**src/rtl/sriz_fetch_unit.sv**
```systemverilog
// Instruction fetch front end: owns the fetch PC, keeps at most one word request in flight,
// and buffers PC-tagged responses in a prefetch FIFO that feeds the decode stage.
module sriz_fetch_unit #(
  parameter int              XLEN       = 32,
  parameter logic [XLEN-1:0] RESET_PC   = XLEN'(32'h8000_0000),
  parameter int              FIFO_DEPTH = 4,
  localparam int             AW         = $clog2(FIFO_DEPTH),
  localparam int             CW         = AW + 1
) (
  input  logic            clk,
  input  logic            rst,
  output logic            req_valid,
  input  logic            req_ready,
  output logic [XLEN-1:0] req_addr,
  input  logic            rsp_valid,
  input  logic [31:0]     rsp_data,
  input  logic            rsp_err,
  output logic            inst_valid,
  input  logic            inst_ready,
  output logic [31:0]     inst,
  output logic [XLEN-1:0] inst_pc,
  output logic            inst_err,
  input  logic            redirect_valid,
  input  logic [XLEN-1:0] redirect_pc,
  input  logic            halt,
  output logic [CW-1:0]   fifo_count,
  output logic [1:0]      dbg_state
);

  // Handshakes: a transfer happens on a rising edge where valid && ready. Once req_valid is
  // raised it stays high with a stable req_addr until req_ready. rsp_valid is never back-pressured.
  typedef enum logic [1:0] {ISSUE = 2'd0, WAIT_GNT = 2'd1, WAIT_RSP = 2'd2, DRAIN = 2'd3} state_t;

  state_t          state_q, state_d;
  logic [XLEN-1:0] fetch_pc_q, fetch_pc_d;
  logic [XLEN-1:0] addr_q, addr_d;
  logic            stopped_q, stopped_d;
  logic            flushed_q, flushed_d;
  logic            run_q;
  logic            push, pop;
  logic [XLEN-1:0] redir_pc;

  logic [31:0]     data_q [FIFO_DEPTH];
  logic [XLEN-1:0] pc_q   [FIFO_DEPTH];
  logic            err_q  [FIFO_DEPTH];
  logic [AW-1:0]   rd_ptr_q, wr_ptr_q;
  logic [CW-1:0]   count_q;

  assign redir_pc = redirect_pc & ~XLEN'(3);

  always_comb begin
    state_d    = state_q;
    fetch_pc_d = fetch_pc_q;
    addr_d     = addr_q;
    stopped_d  = stopped_q;
    flushed_d  = flushed_q;
    req_valid  = 1'b0;
    req_addr   = addr_q;
    push       = 1'b0;
    case (state_q)
      ISSUE: begin
        req_addr  = fetch_pc_q;
        req_valid = run_q && !halt && !stopped_q && (count_q < CW'(FIFO_DEPTH));
        if (req_valid) begin
          addr_d = fetch_pc_q;
          if (req_ready) begin
            fetch_pc_d = fetch_pc_q + XLEN'(4);
            state_d    = redirect_valid ? DRAIN : WAIT_RSP;
          end else begin
            state_d   = WAIT_GNT;
            flushed_d = redirect_valid;
          end
        end
      end
      WAIT_GNT: begin
        // flushed_q marks a pending request whose response must be thrown away
        req_valid = 1'b1;
        if (req_ready) begin
          state_d   = (flushed_q || redirect_valid) ? DRAIN : WAIT_RSP;
          flushed_d = 1'b0;
          if (!flushed_q) fetch_pc_d = addr_q + XLEN'(4);
        end else if (redirect_valid) begin
          flushed_d = 1'b1;
        end
      end
      WAIT_RSP: begin
        if (rsp_valid) begin
          state_d = ISSUE;
          if (!redirect_valid) begin
            push = 1'b1;
            if (rsp_err) stopped_d = 1'b1;
          end
        end else if (redirect_valid) begin
          state_d = DRAIN;
        end
      end
      DRAIN: begin
        if (rsp_valid) state_d = ISSUE;
      end
      default: state_d = ISSUE;
    endcase
    if (redirect_valid) begin
      fetch_pc_d = redir_pc;
      stopped_d  = 1'b0;
    end
  end

  always_ff @(posedge clk or negedge rst) begin
    if (!rst) begin
      state_q    <= ISSUE;
      fetch_pc_q <= RESET_PC;
      addr_q     <= RESET_PC;
      stopped_q  <= 1'b0;
      flushed_q  <= 1'b0;
      run_q      <= 1'b0;
    end else begin
      state_q    <= state_d;
      fetch_pc_q <= fetch_pc_d;
      addr_q     <= addr_d;
      stopped_q  <= stopped_d;
      flushed_q  <= flushed_d;
      run_q      <= 1'b1;
    end
  end

  assign inst_valid = (count_q != '0);
  assign pop        = inst_valid && inst_ready && !redirect_valid;

  always_ff @(posedge clk) begin
    if (push) begin
      data_q[wr_ptr_q] <= rsp_data;
      pc_q[wr_ptr_q]   <= addr_q;
      err_q[wr_ptr_q]  <= rsp_err;
    end
  end

  always_ff @(posedge clk or negedge rst) begin
    if (!rst) begin
      rd_ptr_q <= '0;
      wr_ptr_q <= '0;
      count_q  <= '0;
    end else if (redirect_valid) begin
      rd_ptr_q <= '0;
      wr_ptr_q <= '0;
      count_q  <= '0;
    end else begin
      if (push) wr_ptr_q <= wr_ptr_q + AW'(1);
      if (pop)  rd_ptr_q <= rd_ptr_q + AW'(1);
      count_q <= count_q + CW'(push) - CW'(pop);
    end
  end

  assign inst       = inst_valid ? data_q[rd_ptr_q] : '0;
  assign inst_pc    = inst_valid ? pc_q[rd_ptr_q]   : '0;
  assign inst_err   = inst_valid ? err_q[rd_ptr_q]  : 1'b0;
  assign fifo_count = count_q;
  assign dbg_state  = state_q;

endmodule

```
**config.mk**
```make
export PLATFORM = sky130hd
export DESIGN_NAME = sriz_fetch_unit
export DESIGN_NICKNAME = d
export VERILOG_FILES = /design/src/rtl/sriz_fetch_unit.sv
export SDC_FILE = /design/constraint.sdc
export NUM_CORES = 1
export LEC_CHECK = 0
export CAP_MARGIN = 15
export CORE_ASPECT_RATIO = 0.6
export CORE_UTILIZATION = 42
export DETAILED_ROUTE_END_ITERATION = 8
export DONT_BUFFER_PORTS = 1
export GPL_TIMING_DRIVEN = 0
export SLEW_MARGIN = 30
export SYNTH_ARGS = -nofsm -noshare
export SYNTH_HDL_FRONTEND = slang
export SYNTH_SLANG_ARGS = --single-unit
```
**constraint.sdc**
```tcl
create_clock -name clk -period 3.35 [get_ports clk]
set_input_delay 0.1675 -clock clk [delete_from_list [all_inputs] [get_ports clk]]
set_output_delay 0.1675 -clock clk [all_outputs]
set_load 0.1 [all_outputs]
```
**Word level (Yosys, flattened, before mapping)**

Memories as Yosys holds them, arrays and structs flattened.
Cells that the tools add are included.

- Add/subtract/negate cells: 6
- $lt $le $gt $ge: 1
- Equality and inequality tests: 12
- Mux-type cells: 39
- Reduce and logical (&&, ||, !) cells: 23

Operator list:

| operator | number |
|---|---|
| $mux 32 | 8 |
| $add 32x3->32 const B | 2 |
| $pmux 32 s2 | 1 |
| $mux 2 | 10 |
| $mux 1 | 16 |
| $ne 3x3->1 const B | 5 |
| $reduce_bool 2->1 | 6 |
| $ne 2x2->1 const B | 4 |
| $pmux 2 s4 | 1 |
| $reduce_and 4->1 | 2 |
| $reduce_bool 3->1 | 2 |
| $logic_and 1x1->1 | 5 |
| $reduce_and 5->1 | 1 |
| $add 2x1->2 const B | 2 |
| $eq 2x2->1 const B | 2 |
| $pmux 1 s2 | 2 |
| $add 3x1->3 | 1 |
| $logic_not 1->1 | 3 |
| $lt 3x3->1 const B | 1 |
| $mux 3 | 1 |
| $reduce_and 3->1 | 1 |
| $sub 3x1->3 | 1 |
| $eq 2x1->1 const B | 1 |
| $logic_not 2->1 | 1 |
| 2 further kinds | 2 |

- Register bits after elaboration: 76
- RAM bits: 260
- Bits of input ports: 72
- Output and inout bits: 104
- Memories: 3

Memory list:

| name | depth | bits a word | read ports | clocked after Yosys merged registers in | write ports | line | text |
|---|---|---|---|---|---|---|---|
| data_q | 4 | 32 | 1 | 0 | 1 | 43 | `logic [31:0] data_q [FIFO_DEPTH];` |
| pc_q | 4 | 32 | 1 | 0 | 1 | 44 | `logic [XLEN-1:0] pc_q [FIFO_DEPTH];` |
| err_q | 4 | 1 | 1 | 0 | 1 | 45 | `logic err_q [FIFO_DEPTH];` |

**Longest topological paths before layout**

Gate-level depths: netlist of run 1.

- Depth after elaboration: 7
- Gate-level depth with buffers: 13
- Gate-level depth less buffers: 10

**Worst setup path before layout of run 1**

OpenSTA, ideal clock, no wires.

- Path kind: register to register
- Start point: reg state_q[1] (netlist: dbg_state[1])
- End point: mem data_q[0][0], enable pin
- Library setup time: 0.430 ns
- Data arrival time: 3.453 ns
- Setup slack: -0.533 ns
- Cell stages (with the launch flop): 5
- Buffers on the path: 1
- Path through: dfrtp_1 > clkbuf_1 > nand2_1 > nor3_1 > and2_1

- Cells in the longest elaborated chain, start to end: 4

RTL lines:

| what | line | text |
|---|---|---|
| start: declaration | 34 | `state_t state_q, state_d;` |
| start signal: assignment | 117 | `state_q <= state_d;` |
| $eq 2x2->1 | 60 | `case (state_q)` |
| $mux 1 | 60 |  |
| $mux 1 | 130 | `if (push) begin` |
| $mux 1 (not written as such) | 131 | `data_q[wr_ptr_q] <= rsp_data;` |
| end: declaration | 43 |  |

Every way passes these cells.

**Worst setup path after layout of run 1**

- Start point: reg state_q[0] (netlist: dbg_state[0])
- End point: reg fetch_pc_q[28]

- Cells in the longest elaborated chain, start to end: 3
- Elaborated cells between the ends (all ways): 10
- Classes of those cells: 5 x eq/ne; 2 x mux; 3 x reduce/logical

RTL lines:

| what | line | text |
|---|---|---|
| $eq 2x1->1 or $logic_not 2->1 (tied branches) | 60 |  |
| $ne 3x3->1 (no line), or another cell as far along | - |  |
| $reduce_and 5->1 (no line) or $mux 32 (tied branches) | - |  |
| end signal: assignment | 118 | `fetch_pc_q <= fetch_pc_d;` |
| end: declaration | 35 | `logic [XLEN-1:0] fetch_pc_q, fetch_pc_d;` |

Several ways; a longest one is shown, not always the timed one.
A chain may end at the register's enable or synchronous reset.

==> results.txt, run 1 <==
Clock Skews: 0.01441 ns
DR pass1 iterations: 5
# H-tree levels: 2
Post-route ant nets: 0
DIE WIDTH: 243.7 microns
Synth area leaders: edfxtp_1 53%, dfrtp_1 13%, mux4_2 9.9%, mux2_2 5.4%, and2_1 3.0%
Data arrival, critical path: 3.63 ns
Sink of the worst hold path: dbg_state[0]$_DFFE_PN0P_
Via count: 8423
Setup TNS: 0 ns
Syn_nets: 978
Hold path depth: 3
Clock latency on the worst-skew pair: 0.52 ns
Worst setup SP type: flip-flop
Cells after DPL: 1364
Post-synth EDFFs: 260
DRC: 0
Port Buffers: 0
CTS Buf Count: 34
Worst path slowest cell: dfrtp_4
Post-Syn Instances: 898
Vias in the first global route: 8321
Final Instance Count excl. Fillers: 1495
Most frequent cell after synthesis: edfxtp_1
Global-route wire length before repair: 54.64 mm
Worst relative slew slack: 0.3076
Final WL: 36.44 mm
Area fraction of the dominant cell type after synthesis: 0.5305
Layout cells sized above 1: 0.2799
Core Region: 34090 sq um
Top cells by count, synth: 260 x edfxtp_1, 74 x dfrtp_1, 71 x mux2_2
Hold path start: req_ready
Routed len/inst: 24.37 microns
Buf/Inv on CP: 3
DRT iter0 DRCs: 668
Nets: 1092
Reg2Reg Setup Slack: 0.11 ns
Tightest Pin Transition: 1.046 ns
Max Fanout on Critical Path: 10
Critical path's top delay family: simple AND/OR/NAND/NOR gates
Critical Path RT: 3.74 ns
Post-synth ARST share: 0.2262
Worst path max stage delay: 0.66 ns
Final min period: 3.241 ns
Finished Cell Area: 17380 sq um
Die Ht: 147 microns
Outcome: finished, final reports clean
DP Area: 15460 sq um
Yosys reg bits: 336
Warnings, synthesis: 0
Final GP Congestion: 0.8348
Largest net degree at the start of global routing: 77
Worst setup EP type: flip-flop
Vias per std cell: 5.634
Count of cell types in the netlist: 61
F_max: 308.5 MHz
Clock slew at reported path FFs: 0.07 ns
CTS tree: done
Post-DP HPWL: 24.82 mm
CTS max path bufs: 3
Cell Chain, Critical Path: nor2b_4, buf_6, buf_8, buf_6, nand2_1, nand2_1, ha_1, nand2_1, mux2i_4, o2111ai_4, nor4_4, a211o_1, nand3_1
Place WS: -0.6934 ns
Worst hold path type: primary input to flip-flop
Count of pins over their slew limit: 0
CTS Root Cell: clkbuf_16
Antenna cell count: 0
Final Cycle Share: 0.9675
Post-synth top area cell: edfxtp_1
Avg Cell Area, Syn: 16.39 sq um
# setup viols final: 0
Max-Cap Viols: 0
Worst r2r dst: fetch_pc_q[28]$_DFFE_PN0P_
CP Class: flip-flop to flip-flop
Sequential area share after synthesis: 0.6599
Final worst setup slack: 0.1090 ns
Synthesized cell area: 14720 sq um
CTS Sinks: 336
Final hold violations: 0
Initial Utilization: 0.4317
Total gr overflow: 0
Cell mode on critical path: nand2_1
Synth-to-layout area growth: 18.07%
Reg2reg start: dbg_state[0]$_DFFE_PN0P_
Initial antenna violation count: 2
Top FF cell, synth: edfxtp_1
Standard-cell rows: 52
Overall global routing resource usage: 0.2048
Die area: 35820 sq um
I/O Pins: 176
Path depth of the worst reg2reg path: 13
==> registers in the layout, indices dropped and copies added (netlist names) <==
signal	flops
run_q	1
err_q	4
flushed_q	1
fetch_pc_q	32
fifo_count	3
addr_q	32
pc_q	128
data_q	128
stopped_q	1
wr_ptr_q	2
rd_ptr_q	2
dbg_state	2
==> per-stage QoR <==
step	utilization	hold slack, ns
after floorplan	-	-0.1281
after global placement	0.4487	-0.1248
after detailed placement	0.4534	-0.1249
after CTS	0.5070	0.002434
after global routing	0.5097	0.04747
final	0.5097	0.03676
==> routing by layer <==
metal | track usage | vias to the layer above | routed length (microns)
met4 | 0.04594 | 4 | 496
met3 | 0.04896 | 52 | 2481
met1 | 0.3179 | 4380 | 17630
li1 | - | 3730 | -
met5 | 0 | - | 20
met2 | 0.2898 | 257 | 15810
==> layout by cell type (no fill, tap or decap), drive strengths merged, types with 9 or more instances in the layout <==
cell type / instances
dlygate4sd3: 67
clkbuf: 71
o21ai: 21
o22ai: 10
a21oi: 10
and2: 70
a22oi: 21
nand2: 62
mux4: 65
nor2: 26
inv: 9
clkinv: 13
xor2: 10
edfxtp: 260
mux2: 71
nand3: 18
mux2i: 36
buf: 29
dfrtp: 74
nor4: 9
==> how the worst max path moves through the flow <==
stage | startpoint | to | slack [ns] | cells past startpoint
finish | dbg_state[0]$_DFFE_PN0P_ | fetch_pc_q[28]$_DFFE_PN0P_ | 0.11 | 13
global route | dbg_state[0]$_DFFE_PN0P_ | fetch_pc_q[28]$_DFFE_PN0P_ | -0.04 | 13
CTS | dbg_state[1]$_DFFE_PN0P_ | req_addr[20] | 0.003 | 4
detailed placement | dbg_state[1]$_DFFE_PN0P_ | fetch_pc_q[16]$_DFFE_PN0P_ | -0.69 | 13
global placement | dbg_state[0]$_DFFE_PN0P_ | fetch_pc_q[16]$_DFFE_PN0P_ | -0.88 | 13
floorplan | dbg_state[0]$_DFFE_PN0P_ | fetch_pc_q[26]$_DFFE_PN0P_ | 0.09 | 13
==> repair_timing <==
| item | in CTS | in global routing |
|---|---|---|
| gates resized for setup | 56 | 20 |
| hold buffers | 68 | 0 |
| buffers inserted | 0 | 4 |
| pin swaps | 1 | 2 |
| hold endpoints to repair | 245 | 0 |
| setup endpoints to repair | 202 | 161 |
==> area by class of cell <==
cell class / count / area [sq um]
Multi-Input combinational cell: 508 / 4906
Clock inverter: 19 / 141.4
Tap cell: 459 / 574.3
Buffer: 47 / 241.5
Sequential cell: 336 / 9726
Timing Repair Buffer: 79 / 867.1
Inverter: 6 / 22.52
Clock buffer: 41 / 898.4
Fill cell: 2901 / 16720
==> cells by family after synthesis <==
group / after synthesis / share of synthesized area
mux: 172 / 0.1807
fa+ha+maj: 8 / 0.007311
compound gates: 83 / 0.03979
buf+inv: 54 / 0.01641
simple gates: 226 / 0.08493
other cells: 1 / 0.0002548
flops: 336 / 0.6599
xor+xnor: 18 / 0.01071
==> worst min-delay path, cell delays in order <==
cell and delay (ns):
nand2_1 0.08, o22ai_1 0.17, o22ai_1 0.09
Power of run 1 is left out: the tool's default activity adds up to more than one toggle a clock period on the data nets, which glitch-free logic cannot reach.
==> run 2: changes to the inputs <==
CORE_UTILIZATION = 57   (was 42)
PLACE_DENSITY = 0.75   (was not set)
==> results.txt, run 2 (synthesis results as in run 1) <==
Nets: 1087
Final GP Congestion: 0.8847
Initial antenna violation count: 1
Via count: 8586
Finished Cell Area: 17110 sq um
Most common cell after layout, fill and taps aside: edfxtp_1
Worst setup SP type: flip-flop
CTS tree: done
Final Cycle Share: 0.9741
Critical path's top delay family: simple AND/OR/NAND/NOR gates
Biggest regs: data_q (128), pc_q (128)
Max Fanout on Critical Path: 19
I/O Pins: 176
Cell mode on critical path: nand2_1
# setup viols final: 0
Count of pins over their slew limit: 0
Vias per std cell: 6.313
DP Area: 15250 sq um
Worst setup EP type: flip-flop
Total gr overflow: 0
Clock slew at reported path FFs: 0.07 ns
# H-tree levels: 1
Die Ht: 126.5 microns
Max-Cap Viols: 0
Antenna cell count: 0
Overall global routing resource usage: 0.2676
Layout cells sized above 1: 0.2735
Tightest Pin Transition: 1.042 ns
Post-DP HPWL: 22.82 mm
Buf/Inv on CP: 3
Critical Path RT: 3.77 ns
Routed len/inst: 25.63 microns
Worst path max stage delay: 0.64 ns
DRC: 0
Clock Skews: 0.01065 ns
Worst path slowest cell: dfrtp_4
Setup TNS: 0 ns
Final hold violations: 0
Port Buffers: 0
Worst relative slew slack: 0.3100
CTS max path bufs: 3
Clock latency on the worst-skew pair: 0.56 ns
DR pass1 iterations: 5
DRT iter0 DRCs: 920
CTS Buf Count: 30
Outcome: finished, final reports clean
DIE WIDTH: 209.5 microns
Initial Utilization: 0.5809
F_max: 306.4 MHz
CTS Root Cell: clkbuf_16
Standard-cell rows: 45
CP Class: flip-flop to flip-flop
Post-route ant nets: 0
Vias in the first global route: 8531
Final min period: 3.263 ns
Final WL: 34.86 mm
Data arrival, critical path: 3.68 ns
Global-route wire length before repair: 52.85 mm
Die area: 26490 sq um
Worst hold path type: primary input to flip-flop
CTS Sinks: 336
Most frequent cells in the layout: 260 x edfxtp_1, 70 x mux2_2, 69 x dfrtp_1
Unrepaired setup endpoints after global routing: true
Core Region: 25340 sq um
Final core occ: 0.6753
Cell Chain, Critical Path: nand2b_1, buf_6, buf_6, nand2_1, nand2_1, ha_1, nand2_1, mux2i_4, buf_12, nand3_4, or2_2, o21ai_0, o21ai_0
Largest net degree at the start of global routing: 77
Synth-to-layout area growth: 16.25%
[run 2: cell count changes in the layout (fill, tap and decap cells not counted), moves of 2 or more]
| cell | delta |
|---|---|
| and2_2 | -5 |
| and2_4 | +4 |
| buf_6 | -2 |
| clkbuf_1 | +5 |
| clkbuf_16 | -4 |
| clkinv_1 | -7 |
| clkinvlp_4 | +3 |
| inv_6 | -3 |
[run 2: cell type report]
| cell class | instances | area (sq um) |
|---|---|---|
| Inverter | 6 | 22.52 |
| Buffer | 47 | 230.2 |
| Tap cell | 329 | 411.6 |
| Clock buffer | 43 | 830.8 |
| Timing Repair Buffer | 78 | 850.8 |
| Sequential cell | 336 | 9723 |
| Clock inverter | 13 | 141.4 |
| Multi-Input combinational cell | 508 | 4900 |
| Fill cell | 1689 | 8227 |
[run 2: repair_timing]
| action | CTS | global route |
|---|---|---|
| setup buffers | 0 | 4 |
| pin swaps | 0 | 2 |
| gates resized for setup | 36 | 34 |
| gates cloned | 0 | 0 |
| hold endpoints to repair | 246 | 0 |
| setup endpoints to repair | 232 | 64 |
| hold buffers | 69 | 0 |
[run 2: worst min-delay path, stage by stage]
cell	delay (ns)
nor3b_1	0.18
mux2i_1	0.16
nor2_1	0.05
[run 2: stage by stage]
step | hold WS [ns] | setup slack [ns] | cells
4_1_cts | 0.01500 | -0.1016 | 1356
2_1_floorplan | -0.1281 | 0.08604 | 898
3_5_place_dp | -0.1248 | -0.6860 | 1232
3_3_place_gp | -0.1252 | -0.8204 | 1227
6_report | 0.03486 | 0.08673 | 1360
5_1_grt | 0.04531 | -0.04155 | 1360
[run 2: path summary, 6_finish.rpt]
check,from,cells past startpoint,end,slack [ns]
worst max-delay path,dbg_state[1]$_DFFE_PN0P_,13,fetch_pc_q[14]$_DFFE_PN0P_,0.09
worst min-delay path,req_ready,3,fetch_pc_q[1]$_DFFE_PN0P_,0.03
worst max register to register,dbg_state[1]$_DFFE_PN0P_,13,fetch_pc_q[14]$_DFFE_PN0P_,0.09
worst min register to register,fetch_pc_q[1]$_DFFE_PN0P_,1,addr_q[1]$_DFFE_PN0P_,0.54
max in group asynchronous,rst,2,dbg_state[1]$_DFFE_PN0P_,2.78
min in group asynchronous,rst,2,fetch_pc_q[30]$_DFFE_PN0P_,0.23
[run 2: metal layers]
layer | track usage | part of all wire
met3 | 0.06437 | 0.084
met4 | 0.05367 | 0.016
met5 | 0 | 0.00029
met1 | 0.4181 | 0.46
met2 | 0.3869 | 0.44
Power of run 2 is left out for the same reason.
==> run 3: changes to the inputs <==
--- a/config.mk
+++ b/config.mk
@@ -9,3 +9,3 @@
 export CORE_ASPECT_RATIO = 0.6
-export CORE_UTILIZATION = 57
+export CORE_UTILIZATION = 67
 export DETAILED_ROUTE_END_ITERATION = 8
@@ -13,3 +13,3 @@
 export GPL_TIMING_DRIVEN = 0
-export PLACE_DENSITY = 0.75
+export PLACE_DENSITY = 0.83
 export SLEW_MARGIN = 30
==> constraint.sdc (replaced) <==
create_clock -name clk -period 3.85 [get_ports clk]
set_input_delay 0.385 -clock clk [delete_from_list [all_inputs] [get_ports clk]]
set_output_delay 0.385 -clock clk [all_outputs]
set_load 0.1 [all_outputs]
==> results.txt, run 3 (synthesis results as in run 1) <==
Outcome: finished, violations left
Violated checks: design-rule violations
Max-Cap Viols: 0
DR pass1 iterations: 7
Vias per std cell: 6.818
CTS max path bufs: 3
Worst setup SP type: flip-flop
Die area: 22580 sq um
Initial antenna violation count: 2
Final hold violations: 0
Clock slew at reported path FFs: 0.07 ns
Path depth of the worst reg2reg path: 11
Cell mode on critical path: clkbuf_1
Count of pins over their slew limit: 0
Cell Chain, Critical Path: clkbuf_1, nor2_1, clkbuf_1, mux2_2
Critical path's top delay family: buffers and inverters
Global-route wire length before repair: 54.28 mm
Final GP Congestion: 0.9113
Final Cycle Share: 0.9615
Tightest Pin Transition: 1.044 ns
Most common cell after layout, fill and taps aside: edfxtp_1
Reg2Reg Setup Slack: 0.29 ns
Finished Cell Area: 16750 sq um
CTS Root Cell: clkbuf_16
Final min period: 3.702 ns
Vias in the first global route: 8644
Buf/Inv on CP: 2
Total gr overflow: 0
Final WL: 36.81 mm
Die Ht: 116.8 microns
CP Class: flip-flop to output pin
Clock latency on the worst-skew pair: 0.57 ns
# H-tree levels: 1
DRT iter0 DRCs: 1095
Post-CTS Setup Inserts: 0
I/O Pins: 176
Overall global routing resource usage: 0.3296
Initial Utilization: 0.6913
Nets: 1065
Port Buffers: 0
Data arrival, critical path: 3.32 ns
Max Fanout on Critical Path: 10
Clock Skews: 0.01681 ns
Worst path max stage delay: 0.68 ns
Via count: 8795
Layout cells sized above 1: 0.2537
Most frequent cells in the layout: 260 x edfxtp_1, 71 x mux2_2, 69 x dfrtp_1
Levels on crit path: 4
Synth-to-layout area growth: 13.79%
Routed len/inst: 28.53 microns
Critical Path RT: 3.46 ns
Hold path depth: 2
Largest net degree at the start of global routing: 77
DIE WIDTH: 193.3 microns
Worst hold path type: primary input to flip-flop
F_max: 270.2 MHz
Post-route ant nets: 0
Post-DP HPWL: 23.55 mm
CTS Buf Count: 30
Worst relative slew slack: 0.3085
Core Region: 21290 sq um
Unrepaired setup endpoints after global routing: false
CTS tree: done
Standard-cell rows: 41
# setup viols final: 0
Worst path slowest cell: mux2_2
Worst setup EP type: output pin
CTS Sinks: 336
Biggest regs: data_q (128), pc_q (128)
DP Area: 15210 sq um
DRC: 14
run 3: changes by cell type in the layout (fill, tap and decap cells not counted), moves of 2 or more:
| cell | change |
|---|---|
| and2_1 | +21 |
| dlygate4sd3_1 | -18 |
| and2_2 | -13 |
| and2_4 | -8 |
| clkbuf_2 | -5 |
| buf_12 | -4 |
| buf_4 | -4 |
| clkinv_1 | -4 |
| buf_16 | +3 |
| clkinv_2 | +3 |
| buf_2 | +2 |
| clkbuf_1 | +2 |
| clkinv_4 | +2 |
| diode_2 | +2 |
run 3: path summary, 6_finish.rpt:
path	startpoint	endpoint
max in group asynchronous	rst	fetch_pc_q[31]$_DFFE_PN1P_
min in group asynchronous	rst	addr_q[12]$_DFFE_PN0P_
setup reg to reg	dbg_state[1]$_DFFE_PN0P_	fifo_count[2]$_DFF_PN0_
setup / recovery	dbg_state[1]$_DFFE_PN0P_	req_addr[22]
hold / removal	redirect_pc[7]	fetch_pc_q[7]$_DFFE_PN0P_
hold reg to reg	stopped_q$_DFFE_PN0P_	stopped_q$_DFFE_PN0P_
run 3: layout make-up:
class,instances,area [sq um]
Tap cell,279,349.1
Clock buffer,40,808.3
Inverter,6,22.52
Timing Repair Buffer,56,650.6
Buffer,47,219.0
Sequential cell,336,9721
Antenna cell,2,5.005
Fill cell,1093,4542
Clock inverter,16,165.2
Multi-Input combinational cell,508,4807
run 3: timing repair:
action / in CTS / in global routing
hold buffers: 50 / 1
endpoints found under the hold margin: 224 / 1
gates resized for setup: 24 / 4
endpoints found under the setup margin: 43 / 24
run 3: stage by stage:
step | utilization | TNS (ns) | setup slack [ns] | hold slack (ns) | instances
finish | 0.7867 | 0 | 0.1484 | 0.005826 | 1290
global route | 0.7865 | 0 | 0.009753 | 0.0009920 | 1289
CTS | 0.7857 | 0 | 0.03657 | 0.0003342 | 1287
detailed placement | 0.7144 | -3.840 | -0.4675 | 0.09277 | 1182
global placement | 0.7080 | -32.91 | -0.4269 | 0.09289 | 1177
floorplan | - | 0 | 0.3708 | 0.08941 | 898
run 3: layer usage:
layer,wire length (microns),vias to the layer above,track usage,part of all wire
met3,3339,67,0.05817,0.091
met4,724,0,0.06880,0.020
met1,15400,4555,0.4902,0.42
met5,0,-,0,0
li1,-,3676,-,-
met2,17340,497,0.5266,0.47
Power of run 3 is left out for the same reason.
